[src/rtl/mips_pkg.sv]
// Shared op codes and FSM state encoding for the HI/LO multiply/divide unit.
package mips_pkg;

  localparam logic [2:0] MD_MULT  = 3'd0;
  localparam logic [2:0] MD_MULTU = 3'd1;
  localparam logic [2:0] MD_DIV   = 3'd2;
  localparam logic [2:0] MD_DIVU  = 3'd3;
  localparam logic [2:0] MD_MTHI  = 3'd4;
  localparam logic [2:0] MD_MTLO  = 3'd5;

  typedef enum logic [1:0] {
    MD_IDLE = 2'd0,
    MD_RUN  = 2'd1,
    MD_FIX  = 2'd2
  } md_state_t;

endpackage

[src/rtl/mips_muldiv_unit_step.sv]
// One radix-2 iteration: shift-add multiply or restoring divide on unsigned magnitudes.
module muldiv_step #(
  parameter int WIDTH = 32
) (
  input  logic             i_div,
  input  logic [WIDTH-1:0] i_acc_hi,
  input  logic [WIDTH-1:0] i_acc_lo,
  input  logic [WIDTH-1:0] i_opb,
  output logic [WIDTH-1:0] o_acc_hi,
  output logic [WIDTH-1:0] o_acc_lo
);

  logic [WIDTH:0] w_sum;
  logic [WIDTH:0] w_rem_sh;
  logic [WIDTH:0] w_diff;

  // Multiply keeps the multiplier in acc_lo and shifts the product in from the top;
  // divide shifts dividend bits out of acc_lo into the partial remainder in acc_hi.
  always_comb begin
    w_sum    = {1'b0, i_acc_hi} + (i_acc_lo[0] ? {1'b0, i_opb} : {(WIDTH+1){1'b0}});
    w_rem_sh = {i_acc_hi, i_acc_lo[WIDTH-1]};
    w_diff   = w_rem_sh - {1'b0, i_opb};
    if (i_div) begin
      if (!w_diff[WIDTH]) begin
        o_acc_hi = w_diff[WIDTH-1:0];
        o_acc_lo = {i_acc_lo[WIDTH-2:0], 1'b1};
      end else begin
        o_acc_hi = w_rem_sh[WIDTH-1:0];
        o_acc_lo = {i_acc_lo[WIDTH-2:0], 1'b0};
      end
    end else begin
      o_acc_hi = w_sum[WIDTH:1];
      o_acc_lo = {w_sum[0], i_acc_lo[WIDTH-1:1]};
    end
  end

endmodule

[src/rtl/mips_muldiv_unit.sv]
// Iterative HI/LO multiply/divide unit: WIDTH+1 cycle MULT/MULTU/DIV/DIVU, single-cycle MTHI/MTLO.
module mips_muldiv_unit
  import mips_pkg::*;
#(
  parameter int WIDTH = 32
) (
  input  logic             clk,
  input  logic             rst,
  input  logic             start,
  input  logic [2:0]       op,
  input  logic [WIDTH-1:0] src_a,
  input  logic [WIDTH-1:0] src_b,
  input  logic             flush,
  output logic             busy,
  output logic             done,
  output logic [WIDTH-1:0] hi,
  output logic [WIDTH-1:0] lo
);

  localparam int CNT_W = $clog2(WIDTH) + 1;
  localparam logic [CNT_W-1:0] LAST_STEP = CNT_W'(WIDTH - 1);

  md_state_t          r_state;
  md_state_t          w_next;
  logic [CNT_W-1:0]   r_cnt;
  logic               r_done;
  logic [WIDTH-1:0]   r_hi;
  logic [WIDTH-1:0]   r_lo;
  logic [WIDTH-1:0]   r_acc_hi;
  logic [WIDTH-1:0]   r_acc_lo;
  logic [WIDTH-1:0]   r_opb;
  logic               r_div;
  logic               r_div0;
  logic               r_neg_q;
  logic               r_neg_r;

  logic               w_launch;
  logic               w_is_div;
  logic               w_a_neg;
  logic               w_b_neg;
  logic [WIDTH-1:0]   w_step_hi;
  logic [WIDTH-1:0]   w_step_lo;
  logic [WIDTH-1:0]   w_res_hi;
  logic [WIDTH-1:0]   w_res_lo;

  function automatic logic [WIDTH-1:0] cneg(input logic [WIDTH-1:0] x, input logic n);
    return n ? (~x + 1'b1) : x;
  endfunction

  function automatic logic [2*WIDTH-1:0] cneg2(input logic [2*WIDTH-1:0] x, input logic n);
    return n ? (~x + 1'b1) : x;
  endfunction

  assign w_launch = start && !flush &&
                    (op == MD_MULT || op == MD_MULTU || op == MD_DIV || op == MD_DIVU);
  assign w_is_div = (op == MD_DIV) || (op == MD_DIVU);
  assign w_a_neg  = (op == MD_MULT || op == MD_DIV) && src_a[WIDTH-1];
  assign w_b_neg  = (op == MD_MULT || op == MD_DIV) && src_b[WIDTH-1];

  muldiv_step #(.WIDTH(WIDTH)) u_step (
    .i_div    (r_div),
    .i_acc_hi (r_acc_hi),
    .i_acc_lo (r_acc_lo),
    .i_opb    (r_opb),
    .o_acc_hi (w_step_hi),
    .o_acc_lo (w_step_lo)
  );

  always_ff @(posedge clk or posedge rst) begin
    if (rst) begin
      r_state <= MD_IDLE;
    end else begin
      r_state <= w_next;
    end
  end

  always_comb begin
    w_next = r_state;
    case (r_state)
      MD_IDLE: if (w_launch) w_next = MD_RUN;
      MD_RUN: begin
        if (flush) w_next = MD_IDLE;
        else if (r_cnt == LAST_STEP) w_next = MD_FIX;
      end
      MD_FIX:  w_next = MD_IDLE;
      default: w_next = MD_IDLE;
    endcase
  end

  always_comb begin
    busy = (r_state != MD_IDLE);
  end

  // Signs are reapplied to the unsigned magnitudes; a zero divisor forces an all-ones quotient.
  always_comb begin
    w_res_hi = '0;
    w_res_lo = '0;
    if (r_div) begin
      w_res_lo = r_div0 ? {WIDTH{1'b1}} : cneg(r_acc_lo, r_neg_q);
      w_res_hi = cneg(r_acc_hi, r_neg_r);
    end else begin
      {w_res_hi, w_res_lo} = cneg2({r_acc_hi, r_acc_lo}, r_neg_q);
    end
  end

  always_ff @(posedge clk or posedge rst) begin
    if (rst) begin
      r_cnt  <= '0;
      r_done <= 1'b0;
      r_hi   <= '0;
      r_lo   <= '0;
    end else begin
      r_done <= 1'b0;
      case (r_state)
        MD_IDLE: begin
          r_cnt <= '0;
          if (start && !flush && op == MD_MTHI) r_hi <= src_a;
          if (start && !flush && op == MD_MTLO) r_lo <= src_a;
        end
        MD_RUN:  r_cnt <= r_cnt + 1'b1;
        MD_FIX: begin
          if (!flush) begin
            r_hi   <= w_res_hi;
            r_lo   <= w_res_lo;
            r_done <= 1'b1;
          end
        end
        default: r_cnt <= '0;
      endcase
    end
  end

  // Operand/accumulator registers carry no reset: they are always loaded before use.
  always_ff @(posedge clk) begin
    if (r_state == MD_IDLE && w_launch) begin
      r_div    <= w_is_div;
      r_div0   <= w_is_div && (src_b == '0);
      r_neg_q  <= w_a_neg ^ w_b_neg;
      r_neg_r  <= w_a_neg;
      r_acc_hi <= '0;
      r_acc_lo <= cneg(src_a, w_a_neg);
      r_opb    <= cneg(src_b, w_b_neg);
    end else if (r_state == MD_RUN) begin
      r_acc_hi <= w_step_hi;
      r_acc_lo <= w_step_lo;
    end
  end

  assign done = r_done;
  assign hi   = r_hi;
  assign lo   = r_lo;

endmodule

[config.mk]
export PLATFORM = sky130hd
export DESIGN_NAME = mips_muldiv_unit
export DESIGN_NICKNAME = d
export VERILOG_FILES = /design/src/rtl/mips_pkg.sv /design/src/rtl/mips_muldiv_unit_step.sv /design/src/rtl/mips_muldiv_unit.sv
export SDC_FILE = /design/constraint.sdc
export NUM_CORES = 1
export LEC_CHECK = 0
export ABC_AREA = 1
export CAP_MARGIN = 20
export CORE_ASPECT_RATIO = 1.2
export CORE_MARGIN = 2
export CORE_UTILIZATION = 35
export CTS_CLUSTER_SIZE = 40
export DETAILED_ROUTE_END_ITERATION = 10
export PLACE_DENSITY = 0.64
export SYNTH_ARGS = -nofsm -noshare
export SYNTH_HDL_FRONTEND = slang
export SYNTH_HIERARCHICAL = 1
export SYNTH_SLANG_ARGS = --single-unit
[constraint.sdc]
create_clock -name clk -period 2.9 [get_ports clk]
set_clock_uncertainty 0.2 [all_clocks]
set_input_delay 0.58 -clock clk [delete_from_list [all_inputs] [get_ports clk]]
set_output_delay 0.58 -clock clk [all_outputs]
set_load 0.02 [all_outputs]
* Word level (Yosys, flattened, before mapping)
Cells that the tools add are included.
** Operators by class
- Add/subtract/negate cells :: 8
- Equal/unequal tests :: 13
- Multiplexer cells :: 28
- Bitwise logic cells :: 6
- Reductions and logical operators :: 23
** Operators by type and width (count)
- two-way mux 32 bit :: 17
- adder 32 x 1 -> 32 bit (second input constant) :: 4
- NOT 32 bit :: 4
- one-hot mux 32 bit (2 select lines) :: 2
- adder 64 x 1 -> 64 bit (second input constant) :: 1
- two-way mux 64 bit :: 1
- NOT 64 bit :: 1
- adder 32 x 33 -> 33 bit :: 1
- subtractor 33 x 32 -> 33 bit :: 1
- logical NOT 32 bit :: 1
- one-hot mux 6 bit (2 select lines) :: 1
- logical AND 1 bit :: 8
- != test 2 bit (second input constant) :: 4
- adder 6 x 1 -> 6 bit (second input constant) :: 1
- == test 3 x 2 -> 1 bit (second input constant) :: 2
- == test 3 bit (second input constant) :: 2
- == test 6 x 5 -> 1 bit (second input constant) :: 1
- two-way mux 2 bit :: 3
- AND reduction 3 bit :: 2
- nonzero test 2 bit :: 3
- logical OR 1 bit :: 5
- one-hot mux 2 bit (2 select lines) :: 1
- == test 3 x 1 -> 1 bit (second input constant) :: 1
- logical NOT 3 bit :: 1
- other kinds (8) :: 10
** Storage, ports and cells
- Bits in registers :: 173
- Output and inout bits :: 66
- Word-level logic and storage cells :: 90

* Logic depth before layout (Yosys ltp)
Gate-level depths: netlist of run 1.
- Depth after elaboration :: 7
- Gate-level depth with buffers :: 22

* Modules after synthesis
The synthesis of run 1 kept the hierarchy.
** By module, submodules not included
- mips_muldiv_unit :: times used 1, cells each 1696, area each 11273.3 µm², seq. area each 4509.3 µm²
- muldiv_step :: times used 1, cells each 1304, area each 6427.4 µm², seq. area each 0.0 µm²

* Least setup slack after synthesis of run 1
OpenSTA, ideal clock, no wires.
- Path kind :: input to register
- From :: in flush
- To :: reg r_acc_lo[22] (data pin)
- Arrival time :: 2395 ps
- Slack :: -12 ps
- Stages :: 5
- Buffers on the path :: 1
- Path through :: inv_1 nand2_1 nor3_4 clkbuf_1 a31oi_1
** On the way
- Cells in the longest elaborated chain, start to end :: 5
** RTL lines
- start, declared :: RTL line mips_muldiv_unit.sv:13 : input logic flush,
- logical NOT 1 bit
- logical AND 1 bit (2 in series) :: RTL line mips_muldiv_unit.sv:54 : assign w_launch = start && !flush &&
- logical AND 1 bit :: RTL line mips_muldiv_unit.sv:135 : if (r_state == MD_IDLE && w_launch) begin
- two-way mux 32 bit :: RTL line mips_muldiv_unit.sv:135
- end signal, assigned :: RTL line mips_muldiv_unit.sv:141 : r_acc_lo <= cneg(src_a, w_a_neg);
- end signal, assigned :: RTL line mips_muldiv_unit.sv:145 : r_acc_lo <= w_step_lo;
- end, declared :: RTL line mips_muldiv_unit.sv:30 : logic [WIDTH-1:0] r_acc_lo;
No other way between the ends.
A chain may end at the register's enable or synchronous reset.

* Worst setup path after layout of run 1
- From :: reg r_acc_lo[0]
- To :: reg r_acc_hi[30]
** On the way
- Cells in the longest elaborated chain, start to end :: 3
** RTL lines
- two-way mux 32 bit :: RTL line mips_muldiv_unit_step.sv:20 : w_sum = {1'b0, i_acc_hi} + (i_acc_lo[0] ? {1'b0, i_opb} : {(WIDTH+1){1'b0}});
- adder 32 x 33 -> 33 bit :: RTL line mips_muldiv_unit_step.sv:20
- two-way mux 32 bit :: RTL line mips_muldiv_unit_step.sv:23 : if (i_div) begin
- via w_step_hi[30] :: RTL line mips_muldiv_unit.sv:41 : logic [WIDTH-1:0] w_step_hi;
- end signal, assigned :: RTL line mips_muldiv_unit.sv:144 : r_acc_hi <= w_step_hi;
- end, declared :: RTL line mips_muldiv_unit.sv:29 : logic [WIDTH-1:0] r_acc_hi;
The timed path passes the listed nets, and every way through them passes these cells.

==> results.sh, run 1 <==
export IMPL_status="finished with violations"
export IMPL_failed_checks="setup timing"
export IMPL_synth_top_family_by_area="simple AND/OR/NAND/NOR gates"
export IMPL_dr_wl_met2_um=37570
export IMPL_dr_max_layer_used="met4"
export IMPL_cpPeakStageDelay_ps=430
export IMPL_crit_path_end_kind="register"
export IMPL_dr_pass1_iters=6
export IMPL_initial_core_util_pct=35.32
export IMPL_grt_setup_unrepaired="true"
export IMPL_total_drc_errors_in_the_routed_layout=0
export IMPL_drtIter0Drc=1734
export IMPL_areaGrowthSynthToFinish_pct=33.48
export IMPL_r2r_start="r_acc_lo[0]"
export IMPL_seq_power_share_pct=19.4
export IMPL_io_pins=137
export IMPL_globalplace_congestion=1.044
export IMPL_synth_compound_area_share_pct=12.13
export IMPL_buffer_ports_inserted=136
export IMPL_number_of_buffers_added_by_the_clock_tree_synthesis_step=17
export IMPL_setup_total_negative_slack_ps=-16.72
export IMPL_synth_adder_area_share_pct=5.104
export IMPL_first_pass_grt_wire_length_um=113400
export IMPL_power_switching_fraction_pct=49.20
export IMPL_netlist_instances=3000
export IMPL_p_leak_nw=11.68
export IMPL_post_synth_top_area_fraction_pct=19.89
export IMPL_insertion_delay_ps=470
export IMPL_worst_endpoint_arrival_ps=3070
export IMPL_synth_largest_area_cell="nand2_1"
export IMPL_hpwlAfterDp_um=61610
export IMPL_ys_top_cells_by_area="nand2_1 20%, edfxtp_1 12%, dfrtp_1 10%, nor2_1 9.4%, inv_1 8.7%"
export IMPL_setup_ws_ps=-9.817
export IMPL_mux_contribution_to_synthesized_area_pct=0
export IMPL_ctsLongestPathBuffers=2
export IMPL_critical_path_fanouts_max=11
export IMPL_die_w_um=209.3
export IMPL_achievable_frequency_ghz=0.3437
export IMPL_grt_pass1_vias=19882
export IMPL_setup_viol=2
export IMPL_cts_num_sinks=173
export IMPL_number_of_flops_mapped_to_enable_cells_by_yosys=68
export IMPL_worst_path_max_delay_cell="edfxtp_1"
export IMPL_die_height_um=250.4
export IMPL_num_nets_final=3536
export IMPL_cts_hold_buffers=0
export IMPL_synth_simple_gate_area_share_pct=42.28
export IMPL_num_antenna_cells=0
export IMPL_detail_route_wl_per_cell_um=18.94
export IMPL_finalNonFillerCells=4051
export IMPL_grt_remaining_overflow=0
export IMPL_clk_transition_reported_paths_ps=70
export IMPL_library_cells_used_by_synthesis=54
export IMPL_net_switching_power_mw=9.196
export IMPL_synthesis_area_sq_um=17700
export IMPL_slew_violations=0
export IMPL_number_of_antenna_violations_at_the_first_check_in_global_routing=0
export IMPL_synth_yosys_warnings=6
export IMPL_drv_cap=0
export IMPL_antenna_left=0
export IMPL_routed_via_density=5.135
export IMPL_final_period_minus_worst_setup_slack_ps=2910
export IMPL_synthXorXnorAreaFrac_pct=3.365
export IMPL_worst_slew_margin_rel_pct=36.60
export IMPL_placed_cells_incl_taps=3985
export IMPL_crit_required_ps=3060
export IMPL_ys_ff_latch=173
export IMPL_ir_drop_mv=0.5189
export IMPL_r2r_cells=18
export IMPL_placementRows=90
export IMPL_worstPathCellList="buf_6, clkbuf_16, nand2_1, inv_1, ha_4, nand2_1, o21ai_1, a21oi_1, nand2_2, nand3_1, nand2_1, nand2_1, nand3_1, nand2_1, nand2_1, o21ai_0, nand2_1, inv_1"
export IMPL_core_area_sq_um=50110
export IMPL_track_usage_pct=28.63
export IMPL_worst_r2r_endpoint="r_acc_hi[30]"
export IMPL_async_flop_share_pct=42.20
export IMPL_clock_root_buffer="clkbuf_16"
export IMPL_cp_startpoint="r_acc_lo[0]"
export IMPL_met3_length_um=4029
export IMPL_power_share_clock_pct=12.4
export IMPL_detail_route_wirelength_met1_um=29860
export IMPL_comb_power_share_pct=68.2
export IMPL_hold_ws_ps=234.6
export IMPL_r2r_slack_ps=-10
export IMPL_synthesis_nets=3142
export IMPL_synth_sequential_area_ratio_pct=25.48
export IMPL_tritoncts="yes"
export IMPL_tightest_slew_ps=944.1
export IMPL_floorplan_die_area_sq_um=52400
export IMPL_avgSynthCellArea_sq_um=5.900
export IMPL_synth_cells_most_frequent="938 x nand2_1, 443 x nor2_1, 409 x inv_1"
export IMPL_timing_hold_violations_final=0
export IMPL_drive_above_1_share_pct=17.67
export IMPL_critical_path_class="register to register"
export IMPL_startpoint_type="register"
export IMPL_ys_flop_type="dfrtp_1"
export IMPL_synth_most_common_cell="nand2_1"
export IMPL_p_per_area_nw_per_um2=791.0
export IMPL_route_final_wire_length_um=76710
export IMPL_critPathMostFrequentCell="nand2_1"
export IMPL_p_int_mw=9.494
export IMPL_hold_removal_path_class="input pin to asynchronous set/reset pin"
export IMPL_grt_max_degree=69
export IMPL_cts_htree_levels=4
export IMPL_critical_path_endpoint="r_acc_hi[30]"
export IMPL_post_route_period_util_pct=100.3
export IMPL_dr_total_vias=20801
[metrics by stage]
| step | setup WS, ps | cell area, sq um | total power, mW | utilization, % |
|---|---|---|---|---|
| final | -9.817 | 23630 | 18.69 | 47.15 |
| after CTS | 0.2951 | 22630 | 17.62 | 45.16 |
| after global placement | -403.3 | 21820 | 14.88 | 43.55 |
| after detailed placement | -403.8 | 21820 | 14.88 | 43.55 |
| after floorplan | 2.658 | 17700 | 10.15 | - |
| after global routing | -135.6 | 23630 | 19.94 | 47.15 |
[worst max-delay path: cells and delay by family, from the launching register on]
kind            cells  cell delay (ps)
simple gates       10              880
compound gates      3              540
fa+ha+maj           1              300
buf+inv             4              450
flops               1              430
[power by group through the flow]
| stage | Combinational [mW] | Clock (mW) | Sequential, mW |
|---|---|---|---|
| after floorplan | 6.32 | 0 | 3.83 |
| after global placement | 11.3 | 0 | 3.61 |
| after detailed placement | 11.3 | 0 | 3.61 |
| after CTS | 11.7 | 2.35 | 3.57 |
| after global routing | 13.8 | 2.43 | 3.68 |
| final | 12.7 | 2.32 | 3.63 |
[layer usage]
layer	vias up	track usage (%)
li1	10310	-
met2	738	50.36
met1	9547	32.92
met5	-	0
met3	206	3.335
met4	0	18.31
[cells in the final DEF (no fill, tap or decap), drive strengths merged, types with 4 or more instances in the layout]
master	Yosys	routed
o211ai	5	5
nand3b	19	19
clkbuf	43	26
xnor2	21	21
ha	69	69
nor2	460	460
nor3	29	29
a31oi	13	13
a21oi	161	161
a21o	4	4
nor4	5	5
or2	11	11
o21ai	199	199
clkdlybuf4s50	0	136
o21a	4	4
nand4	22	22
edfxtp	68	68
buf	40	321
o21bai	11	11
xor2	47	47
nand3	253	253
dfxtp	32	32
inv	418	418
dfrtp	73	73
nand2	973	974
and2	6	6
clkinv	2	6
[repair_timing]
action,4_1_cts,5_1_grt
cloned,1,2
buffers inserted,13,18
pin swaps,7,55
endpoints found under the setup margin,29,40
resized for setup,30,203
[area by class of cell]
type | instances | area, sq um
clock inverter | 7 | 53.80
clock buffer | 25 | 508.0
tap | 644 | 805.8
sequential | 173 | 4509
fill | 5265 | 26480
inverter | 420 | 1578
timing repair buffer | 458 | 4123
multi-input combinational | 2324 | 12050
[flip-flops by register name, summed over array words and instances (netlist names)]
signal and flops:
hi 32, r_neg_r 1, r_cnt 6, r_state 2, r_div 1, r_neg_q 1, done 1, r_acc_lo 32
r_acc_hi 32, lo 32, r_div0 1, r_opb 32
[worst min-delay path by stage]
| stage | from | end | slack [ps] | cells past startpoint |
|---|---|---|---|---|
| after floorplan | r_cnt[5] | r_cnt[5] | 240 | 1 |
| after global placement | r_cnt[5] | r_cnt[5] | 260 | 1 |
| after detailed placement | r_cnt[5] | r_cnt[5] | 270 | 1 |
| after CTS | rst | done | 240 | 2 |
| after global routing | rst | done | 270 | 2 |
| final | rst | done | 230 | 2 |
[cells by family (layout without fill, tap and decap cells)]
family,after synthesis,count (layout)
xor+xnor,68,68
fa+ha+maj,71,71
simple gates,1779,1780
flops,173,173
compound gates,405,405
buf+inv,504,910
(Power assumes the default switching activity.)
==> run 2, diff against run 1 <==
- MAX_ROUTING_LAYER: unset -> met4
==> run 2 against run 1 <==
Net effect: the flow still finishes with violations (setup timing); utilization down 0.51 points; flip-flop and latch count unchanged; die area unchanged; final cell count down 0.25%; worst hold slack worse by 76 ps; clock power up 6%; routed wire length down 0.45%; first-iteration DRC count down 9.5%; maximum frequency up 0.31%; critical endpoint unchanged; largest cell class unchanged; highest routed layer unchanged.
==> results.sh, run 2 (synthesized netlist as in run 1, its figures left out) <==
export IMPL_number_of_buffers_added_by_the_clock_tree_synthesis_step=17
export IMPL_critical_path_fanouts_max=8
export IMPL_startpoint_type="register"
export IMPL_initial_core_util_pct=35.32
export IMPL_grt_remaining_overflow=0
export IMPL_worst_path_max_delay_cell="edfxtp_1"
export IMPL_cpPeakStageDelay_ps=540
export IMPL_power_switching_fraction_pct=49.09
export IMPL_dr_total_vias=20525
export IMPL_post_route_period_util_pct=100.0
export IMPL_first_pass_grt_wire_length_um=113700
export IMPL_io_pins=137
export IMPL_globalplace_congestion=1.080
export IMPL_placementRows=90
export IMPL_dr_pass1_iters=6
export IMPL_tritoncts="yes"
export IMPL_p_per_area_nw_per_um2=794.4
export IMPL_die_w_um=209.3
export IMPL_hpwlAfterDp_um=62310
export IMPL_antenna_left=0
export IMPL_final_fill_count=5302
export IMPL_routed_via_density=5.079
export IMPL_comb_power_share_pct=67.6
export IMPL_cts_num_sinks=173
export IMPL_seq_power_share_pct=19.2
export IMPL_insertion_delay_ps=500
export IMPL_crit_path_end_kind="register"
export IMPL_worstPathCellList="inv_1, ha_1, nand2_2, nor2_2, inv_1, nor2_2, nand2_2, nand2_4, nand2_8, nand2_8, nand2_8, nand2_8, buf_6, nand3_4, nand2_1, nand2_1, nand2_1, o21ai_0, nand2_1, inv_1"
export IMPL_ctsLongestPathBuffers=2
export IMPL_timing_hold_violations_final=0
export IMPL_ir_drop_mv=0.5808
export IMPL_achievable_frequency_ghz=0.3447
export IMPL_clock_root_buffer="clkbuf_16"
export IMPL_p_int_mw=9.453
export IMPL_hold_removal_path_class="input pin to asynchronous set/reset pin"
export IMPL_layout_cells_most_common_list="903 x nand2_1, 423 x nor2_1, 404 x inv_1"
export IMPL_die_height_um=250.4
export IMPL_final_period_minus_worst_setup_slack_ps=2901
export IMPL_pre_cts_slack_ps=-175.1
export IMPL_buffer_ports_inserted=136
export IMPL_route_final_wire_length_um=76370
export IMPL_areaGrowthSynthToFinish_pct=32.05
export IMPL_net_switching_power_mw=9.114
export IMPL_grt_setup_unrepaired="true"
export IMPL_drv_cap=0
export IMPL_critical_path_class="register to register"
export IMPL_num_nets_final=3526
export IMPL_drive_above_1_share_pct=16.34
export IMPL_p_leak_nw=11.63
export IMPL_power_share_clock_pct=13.2
export IMPL_status="finished with violations"
export IMPL_core_area_sq_um=50110
export IMPL_slew_violations=0
export IMPL_setup_viol=1
export IMPL_worst_slew_margin_rel_pct=52.18
export IMPL_worst_endpoint_arrival_ps=3100
export IMPL_drtIter0Drc=1569
export IMPL_floorplan_die_area_sq_um=52400
export IMPL_num_antenna_cells=0
export IMPL_cts_htree_levels=4
export IMPL_crit_required_ps=3100
export IMPL_grt_max_degree=69
export IMPL_track_usage_pct=29.75
export IMPL_clk_transition_reported_paths_ps=70
export IMPL_total_power_mw=18.57
export IMPL_tightest_slew_ps=717.3
export IMPL_failed_checks="setup timing"
export IMPL_timing_critical_path_max_delay_family="simple AND/OR/NAND/NOR gates"
export IMPL_grt_pass1_vias=19702
export IMPL_worstPathBufferInverterCount=4
export IMPL_number_of_antenna_violations_at_the_first_check_in_global_routing=0
export IMPL_setup_ws_ps=-0.9093
export IMPL_total_drc_errors_in_the_routed_layout=0
export IMPL_detail_route_wl_per_cell_um=18.90
export IMPL_final_common_cell="nand2_1"
## run 2: final cells by class
cell class | count | area (sq um) | area share [%]
Inverter | 420 | 1578 | 6.750
Clock buffer | 24 | 534.3 | 2.286
Timing Repair Buffer | 448 | 4001 | 17.12
Clock inverter | 8 | 66.31 | 0.2837
Sequential cell | 173 | 4509 | 19.29
Tap cell | 644 | 805.8 | 3.447
Multi-Input combinational cell | 2324 | 11880 | 50.82
## run 2: power by group through the flow
stage	sequential [mW]	combinational [mW]	clock, mW
3_5_place_dp	3.57	11.2	0
6_report	3.57	12.5	2.45
3_3_place_gp	3.58	11.2	0
4_1_cts	3.53	11.4	2.50
5_1_grt	3.61	13.7	2.58
2_1_floorplan	3.83	6.32	0
## run 2: what timing repair did
item                       CTS  global route
hold buffers                 0             0
buffers inserted             4            17
pin swaps                    2            64
gates resized for setup     19           165
gates cloned                 1             0
setup endpoints to repair   29            36
## run 2: path summary, 6_finish.rpt
path | slack, ps | end | cells after the start | from
min in group clk | 270 | r_cnt[5] | 1 | r_cnt[5]
worst max-delay path | -0.9 | r_acc_hi[30] | 20 | r_opb[10]
worst min register to register | 270 | r_cnt[5] | 1 | r_cnt[5]
worst max register to register | -0.9 | r_acc_hi[30] | 20 | r_opb[10]
max in group asynchronous | 1810 | r_cnt[4] | 3 | rst
worst min-delay path | 160 | done | 2 | rst
## run 2: per-layer routing
| metal | wire length, um | track usage [%] |
|---|---|---|
| met5 | 0 | - |
| met4 | 5210 | 17.80 |
| met3 | 3756 | 3.761 |
| met2 | 37650 | 51.08 |
| met1 | 29750 | 33.04 |
## run 2: through the flow
step | cell area, sq um | setup TNS (ps) | hold slack, ps | std cells | util [%]
6_report | 23370 | -0.9093 | 158.5 | 4041 | 46.64
3_5_place_dp | 21830 | -2664 | 266.7 | 3987 | 43.56
4_1_cts | 22530 | -8.432 | 145.1 | 4024 | 44.97
3_3_place_gp | 21830 | -2603 | 257.5 | 3987 | 43.56
2_1_floorplan | 17700 | 0 | 244.1 | 3000 | -
5_1_grt | 23370 | -3233 | 161.9 | 4041 | 46.64
==> run 3, diff against run 2 <==
- CORE_ASPECT_RATIO: 1.2 -> 1.4
==> run 3 against run 2 <==
Net effect: the run now ends clean; count of clock-buffer cells in the layout down 5; total power up 1.3%; utilization up 0.55 points; setup slack better by 39 ps; global-route usage down 0.88 points; flip-flop and latch count unchanged; maximum frequency up 1.3%; critical endpoint is now r_acc_hi[18]; largest cell class unchanged.
==> results.sh, run 3 (synthesized netlist as in run 1, its figures left out) <==
export IMPL_status="finished clean"
export IMPL_final_period_minus_worst_setup_slack_ps=2862
export IMPL_power_switching_fraction_pct=49.11
export IMPL_grt_remaining_overflow=0
export IMPL_slew_violations=0
export IMPL_crit_path_end_kind="register"
export IMPL_hold_ws_ps=160.6
export IMPL_critical_path_fanouts_max=8
export IMPL_drtIter0Drc=1588
export IMPL_comb_power_share_pct=67.9
export IMPL_die_height_um=270.1
export IMPL_detail_route_wl_per_cell_um=18.87
export IMPL_hold_removal_path_class="input pin to asynchronous set/reset pin"
export IMPL_num_nets_final=3521
export IMPL_p_leak_nw=11.58
export IMPL_timing_hold_violations_final=0
export IMPL_crit_required_ps=3090
export IMPL_sequential_cell_area_sq_um=4509
export IMPL_drive_above_1_share_pct=18.07
export IMPL_worst_endpoint_arrival_ps=3050
export IMPL_ir_drop_mv=0.3483
export IMPL_grt_setup_unrepaired="true"
export IMPL_post_route_period_util_pct=98.70
export IMPL_achievable_frequency_ghz=0.3494
export IMPL_io_pins=137
export IMPL_clock_root_buffer="clkbuf_16"
export IMPL_timing_critical_path_max_delay_family="simple AND/OR/NAND/NOR gates"
export IMPL_multi_input_area_sq_um=12160
export IMPL_core_area_sq_um=50000
export IMPL_final_common_cell="nand2_1"
export IMPL_placementRows=97
export IMPL_floorplan_die_area_sq_um=52410
export IMPL_globalplace_congestion=1.072
export IMPL_cts_num_sinks=173
export IMPL_total_drc_errors_in_the_routed_layout=0
export IMPL_grt_max_degree=98
export IMPL_dr_total_vias=20533
export IMPL_worst_path_max_delay_cell="edfxtp_1"
export IMPL_p_per_area_nw_per_um2=797.4
export IMPL_power_share_clock_pct=12.8
export IMPL_final_fill_count=5445
export IMPL_cpPeakStageDelay_ps=440
export IMPL_drv_cap=0
export IMPL_insertion_delay_ps=480
export IMPL_critical_path_class="register to register"
export IMPL_num_antenna_cells=0
export IMPL_p_int_mw=9.575
export IMPL_dr_pass1_iters=6
export IMPL_clk_transition_reported_paths_ps=80
export IMPL_track_usage_pct=28.87
export IMPL_number_of_buffers_added_by_the_clock_tree_synthesis_step=17
export IMPL_startpoint_type="register"
export IMPL_initial_core_util_pct=35.40
export IMPL_areaGrowthSynthToFinish_pct=33.31
export IMPL_die_w_um=194.1
export IMPL_routed_via_density=5.089
export IMPL_grt_pass1_vias=19821
export IMPL_number_of_antenna_violations_at_the_first_check_in_global_routing=0
export IMPL_first_pass_grt_wire_length_um=112300
export IMPL_seq_power_share_pct=19.3
export IMPL_setup_viol=0
export IMPL_net_switching_power_mw=9.241
export IMPL_tightest_slew_ps=647.4
export IMPL_cts_htree_levels=4
export IMPL_dpl_cell_area_sq_um=21670
export IMPL_worstPathCellList="ha_4, fa_2, inv_2, nand2_2, nand2_2, nand3_2, nand2_2, nand2_2, nand2_4, nand2_8, nand2_8, nand2_8, nand2_8, buf_12, nand2_1, nand3_1, nand2_1, nand2_1, o21ai_0, nand2_1, inv_1"
export IMPL_cts_hold_buffers=0
export IMPL_buffer_ports_inserted=136
export IMPL_tritoncts="yes"
export IMPL_layout_cell_area_non_filler_sq_um=23600
export IMPL_worstPathBufferInverterCount=3
export IMPL_layout_cells_most_common_list="889 x nand2_1, 413 x nor2_1, 398 x inv_1"
export IMPL_ctsLongestPathBuffers=2
export IMPL_route_final_wire_length_um=76150
export IMPL_antenna_left=0
export IMPL_hpwlAfterDp_um=61250
export IMPL_worst_slew_margin_rel_pct=56.78
## run 3: cell count changes in the layout (fill, tap and decap cells not counted), moves of 6 or more
cell,before,now
ha_4,21,37
nor2_2,27,35
nor2_1,423,413
inv_1,404,398
ha_1,45,29
nand3_1,229,235
a21oi_1,142,127
nand2_1,903,889
nand2_2,54,71
a21oi_2,18,33
## run 3: final timing paths
path,startpoint,end,slack (ps),cells past startpoint
worst max-delay path,r_opb[0],r_acc_hi[18],40,21
max in group asynchronous,rst,hi[29],1670,3
worst min-delay path,rst,lo[11],160,2
worst min register to register,r_cnt[5],r_cnt[5],280,1
worst max register to register,r_opb[0],r_acc_hi[18],40,21
min in group clk,r_cnt[5],r_cnt[5],280,1
## run 3: per-stage QoR
step                instances  total power, mW  util [%]  setup TNS (ps)  setup slack (ps)
floorplan                3000            10.15         -               0             2.658
global placement         3974            14.81     43.34          -740.7            -148.6
detailed placement       3974            14.81     43.34          -742.4            -123.7
CTS                      4007            17.37     44.63               0             3.689
global route             4035            20.17     47.19           -1187            -85.37
finish                   4035            18.82     47.19               0             37.60
## run 3: routing by layer
metal	up-vias	global-route usage (%)	wire (um)
li1	10286	-	-
met1	9386	30.09	28430
met2	627	50.05	37770
met3	234	2.685	2780
met4	0	22.47	7167
met5	-	-	0
## run 3: worst register-to-register path, cell delays in order (launching register included)
cell and delay (ps):
edfxtp_1 440, ha_4 200, fa_2 370, inv_2 80
nand2_2 60, nand2_2 90, nand3_2 70, nand2_2 80
nand2_2 60, nand2_4 90, nand2_8 80, nand2_8 110
nand2_8 70, nand2_8 120, buf_12 150, nand2_1 60
nand3_1 120, nand2_1 70, nand2_1 60, o21ai_0 80
nand2_1 70, inv_1 40
## run 3: final cells by class
type                            instances  share of cell area (%)
Timing Repair Buffer                  444                   16.75
Multi-Input combinational cell       2323                   51.55
Tap cell                              643                   3.409
Inverter                              420                   6.697
Sequential cell                       173                   19.11
Clock buffer                           19                   1.877
Clock inverter                         13                  0.6098
## run 3: power by group through the flow
stage          combinational [mW]  clock (mW)  sequential (mW)
2_1_floorplan                6.32           0             3.83
3_3_place_gp                 11.2           0             3.59
3_5_place_dp                 11.2           0             3.59
4_1_cts                      11.4        2.45             3.55
5_1_grt                      14.0        2.54             3.67
6_report                     12.8        2.41             3.62
## run 3: timing repair
action,4_1_cts,5_1_grt
setup buffers,1,27
gates resized for setup,10,248
gates cloned,0,1
setup endpoints to repair,9,35
pin swaps,1,55
